$ cat config.mk
export PLATFORM = sky130hd
export DESIGN_NAME = apb_master
export DESIGN_NICKNAME = d
export VERILOG_FILES = /design/src/rtl/apb_pkg.sv /design/src/rtl/apb_master.sv
export SDC_FILE = /design/constraint.sdc
export NUM_CORES = 1
export LEC_CHECK = 0
export CAP_MARGIN = 25
export CORE_MARGIN = 2
export CORE_UTILIZATION = 45
export DETAILED_ROUTE_END_ITERATION = 10
export HOLD_SLACK_MARGIN = 0.1
export PLACE_DENSITY = 0.86
export SYNTH_ARGS = -nofsm -noshare
export SYNTH_HDL_FRONTEND = slang
export SYNTH_SLANG_ARGS = --single-unit
$ cat constraint.sdc
create_clock -name clk -period 3.5 [get_ports clk]
set_clock_uncertainty 0.1 [all_clocks]
set_input_delay 0.525 -clock clk [delete_from_list [all_inputs] [get_ports clk]]
set_output_delay 0.525 -clock clk [all_outputs]
set_load 0.05 [all_outputs]
$ cat src/rtl/apb_pkg.sv
// Shared APB definitions: FSM state encoding and default bus widths.
// Also imported by the apb_slave benches, so keep it free of block-specific detail.
package apb_pkg;

  localparam int APB_ADDRW = 8;
  localparam int APB_DATAW = 32;

  typedef enum logic [1:0] {
    APB_IDLE   = 2'd0,
    APB_SETUP  = 2'd1,
    APB_ACCESS = 2'd2
  } apb_state_e;

endpackage

$ cat src/rtl/apb_master.sv
// Single-outstanding APB master: one command in, one SETUP/ACCESS transfer out,
// one registered response pulse back. ACCESS is bounded by a wait-state timeout.
module apb_master
  import apb_pkg::*;
#(
  parameter int ADDRW   = APB_ADDRW,
  parameter int DATAW   = APB_DATAW,
  parameter int TIMEOUT = 16
) (
  input  logic             clk,
  input  logic             rst_n,
  input  logic             cmd_valid,
  output logic             cmd_ready,
  input  logic             cmd_write,
  input  logic [ADDRW-1:0] cmd_addr,
  input  logic [DATAW-1:0] cmd_wdata,
  output logic             rsp_valid,
  output logic [DATAW-1:0] rsp_rdata,
  output logic             rsp_error,
  output logic [ADDRW-1:0] paddr,
  output logic             pwrite,
  output logic             psel,
  output logic             penable,
  output logic [DATAW-1:0] pwdata,
  input  logic [DATAW-1:0] prdata,
  input  logic             pready,
  input  logic             pslverr
);

  localparam logic [1:0] IDLE   = APB_IDLE;
  localparam logic [1:0] SETUP  = APB_SETUP;
  localparam logic [1:0] ACCESS = APB_ACCESS;

  localparam int CW = $clog2(TIMEOUT + 1);
  localparam logic [CW-1:0] WAIT_LAST = CW'(TIMEOUT - 1);

  logic [1:0]    state;
  logic [CW-1:0] wcnt;

  assign cmd_ready = (state == IDLE);

  // The command is captured straight into the APB address/data registers,
  // which then hold their values across IDLE until the next handshake.
  always_ff @(posedge clk or negedge rst_n) begin
    if (!rst_n) begin
      state     <= IDLE;
      wcnt      <= '0;
      psel      <= 1'b0;
      penable   <= 1'b0;
      pwrite    <= 1'b0;
      paddr     <= '0;
      pwdata    <= '0;
      rsp_valid <= 1'b0;
      rsp_rdata <= '0;
      rsp_error <= 1'b0;
    end else begin
      rsp_valid <= 1'b0;
      case (state)
        IDLE: begin
          if (cmd_valid) begin
            paddr  <= cmd_addr;
            pwrite <= cmd_write;
            pwdata <= cmd_write ? cmd_wdata : '0;
            psel   <= 1'b1;
            state  <= SETUP;
          end
        end
        SETUP: begin
          penable <= 1'b1;
          wcnt    <= '0;
          state   <= ACCESS;
        end
        ACCESS: begin
          // pready takes priority over a timeout landing on the same edge
          if (pready) begin
            psel      <= 1'b0;
            penable   <= 1'b0;
            rsp_valid <= 1'b1;
            rsp_error <= pslverr;
            rsp_rdata <= pwrite ? '0 : prdata;
            state     <= IDLE;
          end else if (wcnt == WAIT_LAST) begin
            psel      <= 1'b0;
            penable   <= 1'b0;
            rsp_valid <= 1'b1;
            rsp_error <= 1'b1;
            rsp_rdata <= '0;
            state     <= IDLE;
          end else begin
            wcnt <= wcnt + CW'(1);
          end
        end
        default: state <= IDLE;
      endcase
    end
  end

endmodule
==> impl_metrics.ini <==
[clock_tree]
insertion_delay_ps = 330
cts_htree_levels = 3
numCtsBuffers = 9
cts_setup_buffers = 0
clock_path_buffers = 2
clk_pin_slew_ps = 70
cts_tree = built
cts-root-buf = clkbuf_8
cts.sinks = 84

[detailed_routing]
viasPerCell = 4.958
wire_per_inst_um = 14.51
ant_nets = 0
vias = 2985
wl_met3_um = 495
drtPass1Iterations = 4
wl_met2_mm = 4.258
drtIter0Drc = 123
top_layer = met4
drt-total-wl_mm = 8.735
drt-met1-wl_mm = 3.665
drc = 0

[synthesis]
ys_top_cells_by_area = dfrtp_1 62%, nand2_1 15%, nand3_1 4.8%
syn_inst = 351
ys_seq_area_share_pct = 61.52
synth.avg_cell_area_sq_um = 9.735
syn_area_sq_mm = 0.003417
synth_largest_area_cell = dfrtp_1
synthFlopType = dfrtp_1
yosys_warnings = 0
syn_nets = 434
yosys-top-cells-count = 132 x nand2_1, 84 x dfrtp_1, 33 x nand3_1, 33 x o21ai_0, 12 x clkbuf_1
yosysMostFrequentCell = nand2_1
synthArstFlopShare_pct = 100.0
synth_edf_count = 0
synth-seq-cells = 84
ys_types = 31
synth_top_cell_area_share_pct = 61.52

[status]
status = finished, final reports clean

[finish]
diodes = 0
finish.instance_area_sq_mm = 0.005241
final_nets = 584
fill_cells = 566
syn2layout_area_growth_pct = 53.39
drive_gt1_share_pct = 6.561

[die]
die_width_um = 91.14
die_area_sq_mm = 0.008307
coreArea_sq_mm = 0.007292
rows = 31
io-pin-count = 156
start_util_pct = 46.86
die_h_um = 91.14

[pwr]
netSwitchingFraction_pct = 48.56
seq_power_share_pct = 31.6
power.density_mw_per_mm2 = 918.2
combPwrFrac_pct = 56.0
p_leak_nw = 2.408
total_power_mw = 4.812
clkPwrFrac_pct = 12.4
vdd_drop_max_uv = 597.3
p_int_mw = 2.476
p_switching_mw = 2.337

[global_routing]
antenna_found_initial = 0
grt_max_degree = 85
grt_pass1_vias = 2903
grt_pass1_wl_mm = 13.96
grt_use_total_pct = 20.98
grt_remaining_overflow = 0

[critical_path]
r2r_setup_slack_ps = 1250
worstReg2RegEnd = wcnt[1]$_DFFE_PN0P_
crit_end = cmd_ready
crit_fanout = 5
crit_required_ps = 2870
crit_start = state[1]$_DFFE_PN0P_
cp-end-kind = primary output
crit_path_start_kind = register
r2r_start = wcnt[0]$_DFFE_PN0P_
r2r_cells = 7
cp.arrival_ps = 1940
critPathKind = register to primary output

[placement]
hpwl_mm = 6.178
port_buffers = 155
dpl-instance-area_sq_mm = 0.005012
place_congestion = 0.7395

[sta]
hold_ws_ps = 368.6
setup_viol = 0
maxSlewHeadroom_pct = 40.57
rsz0062_at_grt = no
finalCriticalPeriod_ps = 2562
tns_ps = 0
worst_slew_pin_slew_ps = 888.3
slew_viol_final = 0
hold_viol = 0
fin_crit_sh_pct = 73.19
fmax_ghz = 0.3904

[min_path]
hold_path_class = register to register

[flow_run]
drv_cap = 0
[worst min-delay path by stage]
stage,cells past startpoint,slack [ps],startpoint,endpoint
after floorplan,0,130,rst_n,paddr[0]$_DFFE_PN0P_
final,2,370,rsp_rdata[25]$_DFFE_PN0P_,rsp_rdata[25]$_DFFE_PN0P_
after global routing,2,390,rsp_rdata[25]$_DFFE_PN0P_,rsp_rdata[25]$_DFFE_PN0P_
after CTS,1,290,rst_n,pwdata[13]$_DFFE_PN0P_
after global placement,2,350,rsp_rdata[22]$_DFFE_PN0P_,rsp_rdata[22]$_DFFE_PN0P_
after detailed placement,2,360,rsp_rdata[25]$_DFFE_PN0P_,rsp_rdata[25]$_DFFE_PN0P_
[flip-flops by register name, summed over array words and instances, names as in the netlist, 2 cells and up]
signal and count:
pwdata 32, rsp_rdata 32, paddr 8, wcnt 5, state 2
[what timing repair did]
| action | CTS | global route |
|---|---|---|
| gates resized for setup | 0 | 0 |
| hold buffers | 0 | 1 |
| hold endpoints to repair | 0 | 22 |
[placed cells by master (no fill, tap or decap), drive strengths merged, types with 3 or more instances in the layout]
master         Yosys  final
dfrtp             84     84
ha                 5      5
inv                7      7
nand3b             3      3
nand2            133    133
buf               10      6
clkbuf            12     11
clkdlybuf4s50      0    154
mux2               9      9
nand3             33     33
o21ai             39     39
[cell families after synthesis]
kind of cell	after synthesis	share of synthesized area [%]
muxes	10	3.259
AOI/OAI and AO/OA	47	7.983
and+or+nand+nor	176	21.64
adders and majority gates	5	1.831
buffers and inverters	29	3.771
DFF	84	61.52
[critical path, cell delays in order (launching register included)]
cell	delay, ps
dfrtp_1	390
inv_1	100
ha_1	270
clkdlybuf4s50_1	850
[area by class of cell]
| cell class | count | area [sq um] | share of cell area (%) |
|---|---|---|---|
| Sequential cell | 84 | 2102 | 40.11 |
| Timing Repair Buffer | 161 | 1637 | 31.22 |
| Multi-Input combinational cell | 238 | 1189 | 22.68 |
| Clock buffer | 11 | 151.4 | 2.889 |
| Tap cell | 99 | 123.9 | 2.363 |
| Inverter | 7 | 26.28 | 0.5013 |
| Clock inverter | 2 | 12.51 | 0.2387 |
[per-layer routing]
| metal | vias up | GRT usage (%) |
|---|---|---|
| met5 | - | 0 |
| met4 | 0 | 10.10 |
| met3 | 25 | 5.643 |
| met2 | 108 | 33.77 |
| met1 | 1413 | 26.31 |
| li1 | 1439 | - |
[per-stage QoR]
stage | utilization (%) | cells | setup slack [ps]
floorplan | - | 351 | 1596
global placement | 68.74 | 586 | 1175
detailed placement | 68.74 | 586 | 1120
CTS | 70.98 | 599 | 904.4
global route | 71.88 | 602 | 858.4
finish | 71.88 | 602 | 938.4
[power by group through the flow]
stage / clock, mW / combinational, mW / sequential [mW]
6_report: 0.595 / 2.70 / 1.52
5_1_grt: 0.647 / 2.83 / 1.57
4_1_cts: 0.610 / 2.70 / 1.52
3_5_place_dp: 0 / 2.70 / 1.54
3_3_place_gp: 0 / 2.65 / 1.52
2_1_floorplan: 0 / 0.544 / 2.72
Note: power is estimated with default switching activity, not from simulation.
